==> src/rtl/mem_access_unit_if.sv <==
// Request/response and data-RAM bus of mem_access_unit.
// The slave modport is the unit's view; the master modport is the view of
// the surrounding CPU stage and RAM.
interface mem_access_unit_if;
  logic        reqValid;
  logic        reqReady;
  logic        reqWrite;
  logic [2:0]  reqFunct3;
  logic [31:0] reqAddr;
  logic [31:0] reqData;
  logic        respValid;
  logic        respErr;
  logic [31:0] respData;
  logic        memEn;
  logic        memRw;
  logic [31:0] memAddr;
  logic [31:0] memDataOut;
  logic [31:0] memDataIn;

  modport slave (
    input  reqValid, reqWrite, reqFunct3, reqAddr, reqData, memDataIn,
    output reqReady, respValid, respErr, respData,
    output memEn, memRw, memAddr, memDataOut
  );

  modport master (
    output reqValid, reqWrite, reqFunct3, reqAddr, reqData, memDataIn,
    input  reqReady, respValid, respErr, respData,
    input  memEn, memRw, memAddr, memDataOut
  );
endinterface

==> src/rtl/mem_access_unit.sv <==
// mem_access_unit: RISC-V load/store initiator for a word-wide data RAM with
// a one-cycle registered read. Sub-word stores use read-modify-write.
// Optional build macro MEM_ACCESS_COUNTERS_EN adds load/store/error counters.
module mem_access_unit #(
  parameter int unsigned ADDR_BITS = 11
) (
  input logic clk,
  input logic rst,
  mem_access_unit_if.slave bus
`ifdef MEM_ACCESS_COUNTERS_EN
  ,
  output logic [15:0] loadCount,
  output logic [15:0] storeCount,
  output logic [15:0] errCount
`endif
);

  localparam logic [2:0] F3_B  = 3'b000;
  localparam logic [2:0] F3_H  = 3'b001;
  localparam logic [2:0] F3_W  = 3'b010;
  localparam logic [2:0] F3_BU = 3'b100;
  localparam logic [2:0] F3_HU = 3'b101;

  typedef enum logic [2:0] {IDLE, READ, CAPT, WRITE, RESP} state_t;

  state_t      state, next_state;

  // Latched request
  logic        wr_q;
  logic [2:0]  f3_q;
  logic [1:0]  lane_q;
  logic [15:0] sdata_q;

  // Registered outputs and their next values
  logic        ready_q, ready_d;
  logic        resp_valid_q, resp_valid_d;
  logic        resp_err_q, resp_err_d;
  logic [31:0] resp_data_q, resp_data_d;
  logic        mem_en_q, mem_en_d;
  logic        mem_rw_q, mem_rw_d;
  logic [31:0] mem_addr_q;
  logic [31:0] mem_dout_q, mem_dout_d;

  logic        range_err, f3_err, align_err, accept;

  // Load data extraction with sign/zero extension
  function automatic logic [31:0] extract(input logic [31:0] word,
                                          input logic [2:0]  f3,
                                          input logic [1:0]  lane);
    logic [7:0]  b;
    logic [15:0] h;
    b = word[{lane, 3'b000} +: 8];
    h = word[{lane[1], 4'b0000} +: 16];
    case (f3)
      F3_B:    extract = {{24{b[7]}}, b};
      F3_BU:   extract = {24'd0, b};
      F3_H:    extract = {{16{h[15]}}, h};
      F3_HU:   extract = {16'd0, h};
      default: extract = word;
    endcase
  endfunction

  // Byte/halfword merge into the word read back from RAM
  function automatic logic [31:0] merge(input logic [31:0] word,
                                        input logic [2:0]  f3,
                                        input logic [1:0]  lane,
                                        input logic [15:0] sdata);
    logic [31:0] m;
    m = word;
    if (f3[1:0] == 2'b00) m[{lane, 3'b000} +: 8] = sdata[7:0];
    else                  m[{lane[1], 4'b0000} +: 16] = sdata;
    merge = m;
  endfunction

  // Request checks, next state and next registered outputs
  always_comb begin
    next_state  = state;
    range_err   = 1'b0;
    f3_err      = 1'b0;
    align_err   = 1'b0;
    accept      = 1'b0;
    ready_d     = 1'b0;
    resp_valid_d = 1'b0;
    resp_err_d  = 1'b0;
    resp_data_d = 32'd0;
    mem_en_d    = 1'b0;
    mem_rw_d    = 1'b0;
    mem_dout_d  = 32'd0;

    range_err = (bus.reqAddr >> ADDR_BITS) != 32'd0;
    case (bus.reqFunct3)
      F3_B, F3_H, F3_W: f3_err = 1'b0;
      F3_BU, F3_HU:     f3_err = bus.reqWrite;
      default:          f3_err = 1'b1;
    endcase
    align_err = ((bus.reqFunct3[1:0] == 2'b01) && bus.reqAddr[0]) ||
                ((bus.reqFunct3[1:0] == 2'b10) && (bus.reqAddr[1:0] != 2'b00));

    case (state)
      IDLE: begin
        if (bus.reqValid) begin
          accept = 1'b1;
          if (range_err || f3_err || align_err)
            next_state = RESP;
          else if (bus.reqWrite && (bus.reqFunct3 == F3_W))
            next_state = WRITE;
          else
            next_state = READ;
        end
      end
      READ:    next_state = CAPT;
      CAPT:    next_state = wr_q ? WRITE : RESP;
      WRITE:   next_state = RESP;
      RESP:    next_state = IDLE;
      default: next_state = IDLE;
    endcase

    ready_d      = (next_state == IDLE);
    resp_valid_d = (next_state == RESP);
    resp_err_d   = (state == IDLE) && (next_state == RESP);
    mem_en_d     = (next_state == READ) || (next_state == WRITE);
    mem_rw_d     = (next_state == WRITE);
    if (next_state == WRITE)
      mem_dout_d = (state == IDLE) ? bus.reqData
                                   : merge(bus.memDataIn, f3_q, lane_q, sdata_q);
    if ((state == CAPT) && (next_state == RESP))
      resp_data_d = extract(bus.memDataIn, f3_q, lane_q);
  end

  // State, request latch and output registers
  always_ff @(posedge clk or posedge rst) begin
    if (rst) begin
      state        <= IDLE;
      wr_q         <= 1'b0;
      f3_q         <= 3'd0;
      lane_q       <= 2'd0;
      sdata_q      <= 16'd0;
      mem_addr_q   <= 32'd0;
      ready_q      <= 1'b1;
      resp_valid_q <= 1'b0;
      resp_err_q   <= 1'b0;
      resp_data_q  <= 32'd0;
      mem_en_q     <= 1'b0;
      mem_rw_q     <= 1'b0;
      mem_dout_q   <= 32'd0;
    end else begin
      state        <= next_state;
      ready_q      <= ready_d;
      resp_valid_q <= resp_valid_d;
      resp_err_q   <= resp_err_d;
      resp_data_q  <= resp_data_d;
      mem_en_q     <= mem_en_d;
      mem_rw_q     <= mem_rw_d;
      mem_dout_q   <= mem_dout_d;
      if (accept) begin
        wr_q       <= bus.reqWrite;
        f3_q       <= bus.reqFunct3;
        lane_q     <= bus.reqAddr[1:0];
        sdata_q    <= bus.reqData[15:0];
        mem_addr_q <= {bus.reqAddr[31:2], 2'b00};
      end
    end
  end

  assign bus.reqReady   = ready_q;
  assign bus.respValid  = resp_valid_q;
  assign bus.respErr    = resp_err_q;
  assign bus.respData   = resp_data_q;
  assign bus.memEn      = mem_en_q;
  assign bus.memRw      = mem_rw_q;
  assign bus.memAddr    = mem_addr_q;
  assign bus.memDataOut = mem_dout_q;

`ifdef MEM_ACCESS_COUNTERS_EN
  // Completion counters, bumped as the RESP cycle is entered
  always_ff @(posedge clk or posedge rst) begin
    if (rst) begin
      loadCount  <= 16'd0;
      storeCount <= 16'd0;
      errCount   <= 16'd0;
    end else if (next_state == RESP) begin
      if (state == IDLE)  errCount   <= errCount + 16'd1;
      if (state == WRITE) storeCount <= storeCount + 16'd1;
      if (state == CAPT)  loadCount  <= loadCount + 16'd1;
    end
  end
`endif

endmodule
==> src/flat_wrapper.sv <==
// flat-port wrapper written by rule: the top's interface ports become plain ports
module mem_access_unit_flat 
#(
  parameter int unsigned ADDR_BITS = 11
)
  (clk, rst, bus_reqValid, bus_reqWrite, bus_reqFunct3, bus_reqAddr, bus_reqData, bus_memDataIn, bus_reqReady, bus_respValid, bus_respErr, bus_respData, bus_memEn, bus_memRw, bus_memAddr, bus_memDataOut);
  mem_access_unit_if bus_i ();
  input logic clk;
  input logic rst;
  input wire logic [$bits(bus_i.reqValid)-1:0] bus_reqValid;
  input wire logic [$bits(bus_i.reqWrite)-1:0] bus_reqWrite;
  input wire logic [$bits(bus_i.reqFunct3)-1:0] bus_reqFunct3;
  input wire logic [$bits(bus_i.reqAddr)-1:0] bus_reqAddr;
  input wire logic [$bits(bus_i.reqData)-1:0] bus_reqData;
  input wire logic [$bits(bus_i.memDataIn)-1:0] bus_memDataIn;
  output wire logic [$bits(bus_i.reqReady)-1:0] bus_reqReady;
  output wire logic [$bits(bus_i.respValid)-1:0] bus_respValid;
  output wire logic [$bits(bus_i.respErr)-1:0] bus_respErr;
  output wire logic [$bits(bus_i.respData)-1:0] bus_respData;
  output wire logic [$bits(bus_i.memEn)-1:0] bus_memEn;
  output wire logic [$bits(bus_i.memRw)-1:0] bus_memRw;
  output wire logic [$bits(bus_i.memAddr)-1:0] bus_memAddr;
  output wire logic [$bits(bus_i.memDataOut)-1:0] bus_memDataOut;
  assign bus_i.reqValid = bus_reqValid;
  assign bus_i.reqWrite = bus_reqWrite;
  assign bus_i.reqFunct3 = bus_reqFunct3;
  assign bus_i.reqAddr = bus_reqAddr;
  assign bus_i.reqData = bus_reqData;
  assign bus_i.memDataIn = bus_memDataIn;
  assign bus_reqReady = bus_i.reqReady;
  assign bus_respValid = bus_i.respValid;
  assign bus_respErr = bus_i.respErr;
  assign bus_respData = bus_i.respData;
  assign bus_memEn = bus_i.memEn;
  assign bus_memRw = bus_i.memRw;
  assign bus_memAddr = bus_i.memAddr;
  assign bus_memDataOut = bus_i.memDataOut;
  mem_access_unit #(.ADDR_BITS(ADDR_BITS)) u_core (.clk(clk), .rst(rst), .bus(bus_i));
endmodule
==> config.mk <==
export PLATFORM = sky130hd
export DESIGN_NAME = mem_access_unit_flat
export DESIGN_NICKNAME = d
export VERILOG_FILES = /design/src/rtl/mem_access_unit_if.sv /design/src/rtl/mem_access_unit.sv /design/src/flat_wrapper.sv
export SDC_FILE = /design/constraint.sdc
export NUM_CORES = 1
export LEC_CHECK = 0
export ABC_AREA = 1
export CORE_ASPECT_RATIO = 1.5
export CORE_MARGIN = 2
export CORE_UTILIZATION = 51
export CTS_CLUSTER_SIZE = 28
export DETAILED_ROUTE_END_ITERATION = 6
export PLACE_DENSITY = 0.95
export SYNTH_ARGS = -nofsm -noshare
export SYNTH_HDL_FRONTEND = slang
export SYNTH_SLANG_ARGS = --single-unit
==> constraint.sdc <==
create_clock -name clk -period 10.6 [get_ports clk]
set_input_delay 2.65 -clock clk [delete_from_list [all_inputs] [get_ports clk]]
set_output_delay 2.65 -clock clk [all_outputs]
set_load 0.05 [all_outputs]
## Yosys cells after proc, flatten, opt, wreduce, memory -nomap -nowiden

Cells that the tools add are included.

- Flip-flop bits (word level): 124
- Input bits: 103
- Output and inout bits: 101
- Word-level logic and storage cells: 69

- Add/sub/neg operators: 2
- Equality and inequality tests: 15
- Shift operators: 6
- Muxes and demuxes: 15
- Reduce and logical (&&, ||, !) cells: 18

Operators by type and width:

| operator | count |
|---|---|
| 32-bit 2-to-1 mux | 4 |
| 32-bit case mux with 4 select lines | 1 |
| 32-bit bitwise mux | 2 |
| 32-bit nonzero test | 1 |
| 16-bit by 7-bit variable shift with 32-bit output (first input constant) | 1 |
| 8-bit by 7-bit variable shift with 32-bit output (first input constant) | 1 |
| 16-bit by 7-bit indexed part select with 32-bit output | 1 |
| 32-bit by 6-bit indexed part select with 16-bit output | 1 |
| 32-bit by 6-bit indexed part select with 8-bit output | 1 |
| 8-bit by 7-bit indexed part select with 32-bit output | 1 |
| 3-bit == test (second input constant) | 5 |
| 5-bit negation with 7-bit output | 2 |
| 3-bit by 1-bit == test with 1-bit output (second input constant) | 4 |
| 3-bit by 2-bit == test with 1-bit output (second input constant) | 4 |
| 3-bit zero test | 4 |
| 3-bit case mux with 4 select lines | 1 |
| 3-bit 2-to-1 mux | 3 |
| 1-bit logical AND | 5 |
| 1-bit logical OR | 4 |
| 3-bit OR reduction | 1 |
| 2-bit by 1-bit == test with 1-bit output (second input constant) | 1 |
| 2-bit == test (second input constant) | 1 |
| 2-bit zero test | 1 |
| 1-bit 2-to-1 mux | 2 |
| 4 further kinds | 4 |

## Logic depth before layout (Yosys ltp)

- Depth in word-level cells: 11
- Depth in mapped cells: 12
- Mapped depth without buffers: 10

## Worst setup path before layout

OpenSTA, ideal clock, no wires.

- Kind: input -> register
- From: input bus_reqAddr[20]
- To: register u_core.mem_dout_q[22], in the netlist u_core.bus.memDataOut[22]
- Library setup time: 0.069 ns
- Arrival: 3.533 ns
- Required time: 10.531 ns
- Path slack: 6.998 ns
- Cell stages on the path: 10
- Path buffers: 1
- Cell sequence: nor2_1 -> nand2_1 -> nor2_4 -> nand3_2 -> nor2_2 -> nand3_1 -> nand2_2 -> nand2_4 -> buf_6 -> nor2_2

- Cells in the longest elaborated chain, start to end: 8

RTL lines:

| element | RTL line | RTL |
|---|---|---|
| start: declaration | flat_wrapper.sv:13 | `input wire logic [$bits(bus_i.reqAddr)-1:0] bus_reqAddr;` |
| 32-bit nonzero test | mem_access_unit.sv:90 | `range_err = (bus.reqAddr >> ADDR_BITS) != 32'd0;` |
| 1-bit logical OR (2 in a row) | mem_access_unit.sv:103 | `if (range_err \|\| f3_err \|\| align_err)` |
| 3-bit 2-to-1 mux | mem_access_unit.sv:103 |  |
| 3-bit 2-to-1 mux | mem_access_unit.sv:101 | `if (bus.reqValid) begin` |
| 3-bit case mux with 4 select lines | mem_access_unit.sv:99 | `case (state)` |
| net u_core.next_state[1] | mem_access_unit.sv:26 | `state_t state, next_state;` |
| 3-bit by 2-bit == test with 1-bit output | mem_access_unit.sv:123 | `if (next_state == WRITE)` |
| 32-bit 2-to-1 mux | mem_access_unit.sv:123 |  |
| net u_core.mem_dout_d[22] | mem_access_unit.sv:42 | `logic [31:0] mem_dout_q, mem_dout_d;` |
| end signal: assignment | mem_access_unit.sv:154 | `mem_dout_q <= mem_dout_d;` |
| end: declaration | mem_access_unit.sv:42 |  |

The timed path passes the listed nets, and every way through them passes these cells.
A chain may end at the register's enable or synchronous reset.

## Worst setup path in the final report

- From: register u_core.ready_q, in the netlist u_core.bus.reqReady
- To: output bus_reqReady

RTL lines:

| element | RTL line | RTL |
|---|---|---|
| start: declaration | mem_access_unit.sv:35 | `logic ready_q, ready_d;` |
| start signal: assignment | mem_access_unit.sv:148 | `ready_q <= ready_d;` |
| end: declaration | flat_wrapper.sv:16 | `output wire logic [$bits(bus_i.reqReady)-1:0] bus_reqReady;` |

No word-level cell between the ends.

==> results.toml <==
[synthesis]
synthCells = 823
synth_ff_type = "dfrtp_1"
synth_top_area_cell = "dfrtp_1"
synthTopCellsByArea = "dfrtp_1, nand2_1, o21ai_0"
yosys_warnings = 0
synth_edf_count = 0
ys_async_sr_fraction = 1.00
seq_area_frac_synth = 0.483
netlist_area_mm2 = 0.00642
ys_ff_latch = 124
avgSynthCellArea_um2 = 7.80
synth.top_cell.area_share = 0.479
ys_types = 31

[setup_path]
cp-end-kind = "output pin"
setup.worst_path.class = "reg -> out"
critPathBufInv = 1
crit_slowest_cell = "clkdlybuf4s50_1"
crit_chain = "clkdlybuf4s50_1"
crit_fanout = 1
worst-path-stages = 1
worstRegToRegCells = 7
cp_top_family = "buffers and inverters"
required_ns = 7.95
cp-start-kind = "flip-flop"
arrival_ns = 1.74
crit_path_max_incr_delay_ns = 0.79

[power]
powerDensity_mw_per_mm2 = 161
ir_drop_mv = 0.119
leakagePower_nw = 4.08

[routing]
wl_met3_mm = 1.56
met1_length_mm = 6.79
via_count = 6503
wl_met2_mm = 10.1
wl_mm = 19.7
drcViolationCount = 0
avgRoutedWirePerCell_um = 16.9
viasPerCell = 5.57
drtPass1Iterations = 6
routed.top_layer = "met4"
drt_iter0_drc = 787
drtAntennaViolNets = 0

[die]
dieHeight_um = 141
dieArea_mm2 = 0.0135
io_pins = 204
rows = 50
die_w_um = 95.6
start_util = 0.518
coreArea_mm2 = 0.0124

[layout]
drive_gt1_frac = 0.0880
fin_util = 0.723
insertedDiodeCount = 0
nFillCells = 909
syn_to_final_growth_pct = 39.5
final_nets = 1106

[clocking]
path_clk_slew_ns = 0.05
numCtsBuffers = 17
cts_hold_buffers = 0
cts_setup_buffers = 0
root_buffer = "clkbuf_16"
clk_latency_ns = 0.42
cts_tree = "yes"
cts_buffer_depth = 2
htreeDepth = 4
postCtsResizedCells = 0
clock-sinks = 124

[grt]
grt_pass1_wl_mm = 31.2
grt_pass1_vias = 6301
grt-ovfl-total = 0
grt_max_degree = 76
antenna_found_initial = 0
grt_usage = 0.300

[flow_run]
drv_cap = 0

[run_status]
outcome = "finished, final reports clean"

[sta]
slew_headroom = 0.217
fmax_ghz = 0.228
timing.hold.ws_ns = 0.474
fin_crit_sh = 0.414
drv_slew = 0
hold_viol = 0
worstMarginPinSlew_ns = 1.17
clock_skew_ns = 0.00945
fin_crit_ns = 4.39
finalSetupViolations = 0
rsz0062_at_grt = "false"
setup_tns_ns = 0

[hold_path]
hold_class = "reg -> reg"
hold_depth = 2

[placed_design]
gp_congestion = 0.981
hpwl_mm = 13.9
io_buffer_count = 201
[worst paths after layout]
check | start | endpoint | slack, ns
setup reg to reg | u_core.state[1] | u_core.sdata_q[15] | 7.45
min in group asynchronous | rst | u_core.bus.memAddr[6] | 2.78
max in group asynchronous | rst | u_core.lane_q[1] | 6.56
hold reg to reg | u_core.bus.memAddr[8] | u_core.bus.memAddr[8] | 0.47
setup / recovery | u_core.bus.reqReady | bus_reqReady | 6.21
hold / removal | u_core.bus.memAddr[8] | u_core.bus.memAddr[8] | 0.47
[cells in the mapped netlist (2+ instances only)]
| master | n |
|---|---|
| dfrtp_1 | 123 |
| nand2_2 | 5 |
| buf_2 | 15 |
| buf_6 | 3 |
| a21oi_1 | 26 |
| o21ai_0 | 98 |
| nand3_1 | 13 |
| clkbuf_1 | 22 |
| and2_1 | 3 |
| nor2_2 | 34 |
| ha_1 | 5 |
| o22ai_1 | 22 |
| nand2_1 | 193 |
| buf_1 | 2 |
| nor2_1 | 87 |
| a211oi_1 | 10 |
| o221ai_1 | 6 |
| o211ai_1 | 13 |
| nor2_4 | 3 |
| inv_2 | 10 |
| inv_1 | 62 |
| o21ai_1 | 40 |
| nand3_2 | 3 |
| a31oi_1 | 12 |
| buf_4 | 7 |
[metrics by stage]
stage | setup WS [ns] | power (mW) | cells | cell area [um^2]
after global routing | 6.07 | 1.49 | 1167 | 8960
after floorplan | 4.65 | 0.768 | 824 | 6430
final | 6.21 | 1.44 | 1167 | 8960
after detailed placement | 5.81 | 0.889 | 1135 | 8410
after global placement | 5.86 | 0.882 | 1135 | 8410
after CTS | 6.20 | 1.43 | 1167 | 8960
[layout make-up]
class / instances / area [um^2] / share of cell area
well taps: 156 / 195 / 0.0218
flip-flops and latches: 124 / 3110 / 0.347
repair buffers: 204 / 2030 / 0.227
clock inverters: 7 / 67.6 / 0.00754
inverters: 72 / 273 / 0.0304
clock buffers: 25 / 485 / 0.0542
multi-input cells: 579 / 2800 / 0.312
[cell families after synthesis]
group	Yosys count	synth area share
AOI/OAI and AO/OA	227	0.196
DFF	124	0.483
other	1	0.000584
adders and majority gates	5	0.00974
buffers and inverters	121	0.0812
and+or+nand+nor	345	0.229
[metal layers]
metal | global-route usage | vias to the layer above
met5 | 0 | -
met4 | 0.206 | 0
met3 | 0.0674 | 87
met2 | 0.501 | 386
met1 | 0.332 | 2989
li1 | - | 3041
[report_power, final]
| group | leakage, nW | switching, mW | internal (mW) | total [mW] |
|---|---|---|---|---|
| Clock | 0.263 | 0.208 | 0.339 | 0.547 |
| Sequential | 1.64 | 0.0229 | 0.501 | 0.524 |
| Combinational | 2.18 | 0.240 | 0.127 | 0.367 |
[sequential cells by signal, summed over array words and instances, names as in the netlist]
name                   count
u_core.bus.memAddr        30
u_core.bus.memDataOut     32
u_core.bus.memEn           1
u_core.bus.memRw           1
u_core.bus.reqReady        1
u_core.bus.respData       32
u_core.bus.respErr         1
u_core.bus.respValid       1
u_core.f3_q                3
u_core.lane_q              2
u_core.sdata_q            16
u_core.state               3
u_core.wr_q                1
[cell usage in the layout, fill, tap and decap left out, types with 2 or more instances in the layout]
cell type	count
nand3_1	13
clkbuf_8	3
o21ai_1	40
clkinv_2	3
nand3_2	3
o211ai_1	13
conb_1	2
nor2_2	34
nor2_1	87
and2_1	3
o21ai_0	98
clkbuf_16	17
o221ai_1	6
clkbuf_1	5
a21oi_1	26
inv_1	61
nand2_1	193
clkdlybuf4s50_1	201
inv_2	10
o22ai_1	22
nor2_4	3
nand2_2	5
a211oi_1	10
buf_4	3
clkinvlp_4	3
dfrtp_1	122
a31oi_1	12
ha_1	5
No activity file was read; power rests on OpenSTA's default activity.
